[src/rtl/alu_result_serializer.sv]
// alu_result_serializer
// Captures a wide ALU result two cycles after its opcode is issued and streams it
// out as a sequence of WORD_WIDTH words over a valid/ready handshake.
// Optional build macro: ALU_SER_MSB_FIRST_EN
//   undefined -> word 0 is alu_out[WORD_WIDTH-1:0] (least-significant word first)
//   defined   -> word 0 is alu_out[DATA_WIDTH-1 -: WORD_WIDTH] (most-significant word first)
// Results that arrive while a previous result is still streaming are discarded and
// counted in a saturating drop counter, except when they arrive exactly as the
// final word transfers, in which case they are chained with no bubble.

module alu_result_serializer #(
    parameter int DATA_WIDTH = 1024,
    parameter int WORD_WIDTH = 32
) (
    input  logic                  clk,
    input  logic                  rst_n,
    input  logic                  op_valid,
    input  logic [DATA_WIDTH-1:0] alu_out,
    output logic [WORD_WIDTH-1:0] out_data,
    output logic                  out_valid,
    input  logic                  out_ready,
    output logic                  out_last,
    output logic                  busy,
    output logic [7:0]            drop_cnt
);

    localparam int NUM_WORDS = DATA_WIDTH / WORD_WIDTH;
    localparam int IDX_W     = (NUM_WORDS > 1) ? $clog2(NUM_WORDS) : 1;
    localparam logic [IDX_W-1:0] LAST_IDX = IDX_W'(NUM_WORDS - 1);

    typedef enum logic {
        IDLE = 1'b0,
        SEND = 1'b1
    } state_t;

    state_t                  state_q;
    logic                    opValidS1_q;
    logic                    capValid_q;
    logic [DATA_WIDTH-1:0]   shiftBuf_q;
    logic [DATA_WIDTH-1:0]   shiftBuf_d;
    logic [IDX_W-1:0]        wordIdx_q;
    logic                    outValid_q;
    logic                    outLast_q;
    logic [7:0]              dropCnt_q;
    logic [WORD_WIDTH-1:0]   curWord;
    logic                    transfer;
    logic                    lastTransfer;

    // The current word always sits at the output end of the shift buffer, so
    // advancing to the next word is a single fixed shift with zero fill.
`ifdef ALU_SER_MSB_FIRST_EN
    assign curWord    = shiftBuf_q[DATA_WIDTH-1 -: WORD_WIDTH];
    assign shiftBuf_d = shiftBuf_q << WORD_WIDTH;
`else
    assign curWord    = shiftBuf_q[WORD_WIDTH-1:0];
    assign shiftBuf_d = shiftBuf_q >> WORD_WIDTH;
`endif

    assign transfer     = outValid_q && out_ready;
    assign lastTransfer = transfer && outLast_q;

    assign out_data  = curWord;
    assign out_valid = outValid_q;
    assign out_last  = outLast_q;
    assign busy      = (state_q == SEND);
    assign drop_cnt  = dropCnt_q;

    // Two-stage op_valid delay line aligned with the upstream mux latency.
    always_ff @(posedge clk or negedge rst_n) begin
        if (!rst_n) begin
            opValidS1_q <= 1'b0;
            capValid_q  <= 1'b0;
        end else begin
            opValidS1_q <= op_valid;
            capValid_q  <= opValidS1_q;
        end
    end

    // Serializer FSM: loads a result, walks its words on each handshake and
    // chains straight into the next result when one lands on the final transfer.
    always_ff @(posedge clk or negedge rst_n) begin
        if (!rst_n) begin
            state_q    <= IDLE;
            shiftBuf_q <= '0;
            wordIdx_q  <= '0;
            outValid_q <= 1'b0;
            outLast_q  <= 1'b0;
        end else begin
            case (state_q)
                IDLE: begin
                    if (capValid_q) begin
                        state_q    <= SEND;
                        shiftBuf_q <= alu_out;
                        wordIdx_q  <= '0;
                        outValid_q <= 1'b1;
                        outLast_q  <= (NUM_WORDS == 1);
                    end
                end
                SEND: begin
                    if (lastTransfer) begin
                        if (capValid_q) begin
                            state_q    <= SEND;
                            shiftBuf_q <= alu_out;
                            wordIdx_q  <= '0;
                            outValid_q <= 1'b1;
                            outLast_q  <= (NUM_WORDS == 1);
                        end else begin
                            state_q    <= IDLE;
                            shiftBuf_q <= shiftBuf_d;
                            wordIdx_q  <= '0;
                            outValid_q <= 1'b0;
                            outLast_q  <= 1'b0;
                        end
                    end else if (transfer) begin
                        shiftBuf_q <= shiftBuf_d;
                        wordIdx_q  <= wordIdx_q + IDX_W'(1);
                        outLast_q  <= (wordIdx_q == (LAST_IDX - IDX_W'(1)));
                    end
                end
                default: begin
                    state_q    <= IDLE;
                    outValid_q <= 1'b0;
                    outLast_q  <= 1'b0;
                end
            endcase
        end
    end

    // Count results that arrive while streaming and cannot be chained; saturates at 255.
    always_ff @(posedge clk or negedge rst_n) begin
        if (!rst_n) begin
            dropCnt_q <= 8'd0;
        end else if ((state_q == SEND) && capValid_q && !lastTransfer
                     && (dropCnt_q != 8'hFF)) begin
            dropCnt_q <= dropCnt_q + 8'd1;
        end
    end

endmodule

[config.mk]
export PLATFORM = sky130hd
export DESIGN_NAME = alu_result_serializer
export DESIGN_NICKNAME = d
export VERILOG_FILES = /design/src/rtl/alu_result_serializer.sv
export SDC_FILE = /design/constraint.sdc
export NUM_CORES = 2
export LEC_CHECK = 0
export BUFFER_PORTS_ARGS = -buffer_cell sky130_fd_sc_hd__buf_4
export CAP_MARGIN = 20
export CORE_AREA = 3 3 412 414
export DETAILED_ROUTE_END_ITERATION = 10
export DIE_AREA = 0 0 415 417
export PLACE_DENSITY = 0.71
export SYNTH_ARGS = -nofsm -noshare
export SYNTH_HDL_FRONTEND = slang
export SYNTH_SLANG_ARGS = --single-unit
[constraint.sdc]
create_clock -name clk -period 1.9 [get_ports clk]
set_input_delay 0.38 -clock clk [delete_from_list [all_inputs] [get_ports clk]]
set_output_delay 0.38 -clock clk [all_outputs]
set_load 0.03 [all_outputs]
==> run summary <==
The flow ran to the end, but the final reports show violations. The final reports fail on setup timing. The share of synthesized flip-flops with an asynchronous set or reset was 1.00. The fraction of final layout cells sized beyond drive strength 1 was 0.392. Setup repair after global routing could not meet its margin everywhere. In this run the worst hold path is classified as in -> reg.

The number of nets handed over by synthesis was 7,930. The mapped netlist covers 66,600 µm². The worst hold path begins at alu_out[123].

Summed over all failing endpoints, the final setup total negative slack is -19.70 ns. The run gives 93 as the pin count of the biggest net entering global routing. The run gives 0 as the remaining global-route overflow. Setup violations remaining at the end of the flow were counted as 261.

The worst register-to-register path has a depth of 7. At the pin with the least slew margin, the transition time is 0.586 ns. At the worst endpoint, the arrival time is 2.71 ns. In the layout the commonest cells are buf_4, dfrtp_1, o21ai_0. Across the routed clock network, the largest skew measured is 0.0286 ns. The H-tree was split into 3 levels.

For the detailed router's first-iteration violation count, the log shows 8,734. The final layout contains routed wiring with a total length of 311,000 µm. The headroom to the max-slew limit came out at 0.609.

The clock tree buffer depth is 3. Worst hold endpoint: shiftBuf_q[123]$_DFFE_PN0P_. The chip width was 415 µm; the number of violations of the max-capacitance limit was 0. For this run, the number of Yosys warnings is 0. The setup slack on the worst flop-to-flop path was -0.18 ns. STA classifies the critical path startpoint as a flop. The logs give 1,042 for the clock sink total and 9 for the number of detailed-route iterations in the first pass.

After clock tree synthesis, the clock-pin slew on the worst setup and hold paths is 0.07 ns. The logs give 0.399 for the effective utilization at floorplan and 430,000 µm for the global-route wire length before repair. The launch instance of the worst register-to-register path is capValid_q$_DFF_PN0_.

The number of nets in the final layout is 9,906, and the power density over cell area is 900 nW/µm². The last weighted congestion value of the routability-driven placer is 0.970, and the initial antenna violation count is 87. The core region is 167,000 µm².

The tools report the least setup slack across all paths after layout as -0.184 ns. Number of slew-limit violations in the final report: 0. Clock tree synthesis inserted a total of 119 buffers.

Across the VDD grid, the largest voltage drop is 0.750 mV. The floorplan has 150 rows. Synthesized area per cell: 9.65 µm². The logs give 46 for the count of distinct cell types in the synthesized netlist and 6,899 for the gate count after technology mapping. The post-route cell area is 96,300 µm², and the biggest fanout along the worst timing path is 30. Dividing the detail-routed wire length by the instance count gives 27.7 µm. The category of the worst setup path capture point is a flop. At the worst endpoint, the required time is 2.53 ns. Leaving out fill and tap cells, the most frequent cell in the layout is buf_4. The die area was 173,000 µm²; the number of cells on the worst hold path was 4. TritonCTS built the clock tree. In this run the static leakage power is 38.5 nW.

For this design the top-level I/O count stands at 1,071. The routed design could run at a clock period as short as 2.08 ns. The kind of critical path is reg -> reg.

The run gives 78,600 µm² as the instance area at placement. The number of nets with antenna violations after routing is 0. The number of vias in the routed layout is 69,961, and the count of input and output buffers is 1,070.

The most used flip-flop cell after synthesis is dfrtp_1. Relative to the synthesized area, the layout overhead comes to 44.6%. The later pin in the worst-skew pair is clocked with a latency of 0.78 ns. The register bit total from synthesis came out at 1,042. The final number of hold-violating endpoints was 0; the fmax was 0.480 GHz. The tree is rooted in a clkbuf_16.

Summed over all nets, the half-perimeter wirelength after detailed placement is 195,000 µm. The global router's overall resource usage is 0.320. Yosys mapped a number of flops with a built-in enable equal to 0.

The worst register-to-register path ends at shiftBuf_q[572]$_DFFE_PN0P_. Measured along the y axis, the die boundary spans 417 µm. On the final layout, the worst hold slack is 0.0449 ns. The design draws 86.7 mW. The register area share after synthesis is 0.392. The number of remaining DRC errors is 0.

For the via count of the first global-routing pass, the log shows 67,314. The final cycle utilization of the critical path was 1.10. Dividing the detail-routed via count by the number of cells gives 6.22.
-- layer usage --
metal / up-vias / share of wire / global-route usage
li1: 29356 / - / -
met1: 34641 / 0.37 / 0.393
met2: 4661 / 0.45 / 0.501
met3: 1285 / 0.087 / 0.0621
met4: 18 / 0.088 / 0.238
met5: - / 0.00039 / 0
-- report_power, final --
group | switching, mW | leakage [nW] | internal, mW
registers | 7.30 | 10.9 | 27.7
clock network | 10.3 | 2.04 | 14.8
logic | 12.2 | 25.6 | 14.3
total | 29.8 | 38.5 | 56.9
-- state kept, by name, indices dropped and copies added (netlist names) --
register,flops
out_last,1
capValid_q,1
wordIdx_q,5
opValidS1_q,1
busy,1
shiftBuf_q,1024
out_valid,1
drop_cnt,8
-- layout make-up --
class	instances	area [µm²]
fillers	13349	70400
multi-input cells	5155	36900
repair buffers	2555	26200
flip-flops and latches	1042	26100
clock buffers	178	3580
well taps	2204	2760
clock inverters	36	568
diodes	80	200
inverters	2	7.51
-- Yosys cell counts, types with 28 or more instances --
cell type / count / area (µm²)
nand2_1: 130 / 488
mux2i_1: 119 / 1190
clkbuf_1: 378 / 1420
buf_6: 28 / 315
a22o_1: 32 / 280
buf_4: 102 / 766
a21oi_1: 643 / 3220
o21a_1: 119 / 893
a22oi_2: 523 / 6540
o21ai_1: 46 / 230
a21oi_2: 223 / 1950
buf_8: 35 / 526
mux2_2: 866 / 9750
o21ai_0: 1058 / 5300
nor2_1: 1005 / 3770
buf_2: 142 / 711
dfrtp_1: 1042 / 26100
a22oi_1: 341 / 2560
-- worst max path at each step --
stage                                              to  cells after the start            startpoint
final                     shiftBuf_q[572]$_DFFE_PN0P_                      7  capValid_q$_DFF_PN0_
after global routing      shiftBuf_q[572]$_DFFE_PN0P_                      7  capValid_q$_DFF_PN0_
after CTS                                        busy                      2        busy$_DFF_PN0_
after detailed placement   shiftBuf_q[72]$_DFFE_PN0P_                      6  capValid_q$_DFF_PN0_
after global placement     shiftBuf_q[72]$_DFFE_PN0P_                      6  capValid_q$_DFF_PN0_
after floorplan           shiftBuf_q[487]$_DFFE_PN0P_                      9  out_last$_DFFE_PN0P_
-- critical path, cell delays in order, from the launching register on --
cell,delay (ns)
dfrtp_4,0.52
buf_12,0.17
nand2b_4,0.20
nand2_8,0.13
buf_16,0.21
buf_16,0.30
nor2_1,0.15
a21oi_1,0.07
-- what timing repair did --
action,CTS,global route
hold buffers,946,1
endpoints found under the hold margin,1498,1
resized for setup,26,264
setup buffers,9,58
pin swaps,1,23
setup endpoints to repair,155,536
gates cloned,1,95
-- cells by family (layout without fill, tap and decap cells) --
logic type               after synthesis  count (layout)  synth area share
XOR/XNOR                               6               6          0.000790
other                                  0              80                 0
AND/OR/NAND/NOR                     1160            1160            0.0666
AO/OA/AOI/OAI                       3001            3001             0.317
buffers and inverters                702            2771            0.0587
multiplexers                         985             985             0.164
adder cells (fa/ha/maj)                3               3          0.000564
flip-flops                          1042            1042             0.392
-- metrics by stage --
step | utilization | std cells | setup slack, ns
finish | 0.578 | 11252 | -0.184
CTS | 0.554 | 11018 | -0.0377
detailed placement | 0.471 | 9848 | -0.0897
global route | 0.577 | 11238 | -0.189
floorplan | - | 6899 | 0.0406
global placement | 0.471 | 9848 | -0.102
Note: power is estimated with default switching activity, not from simulation.
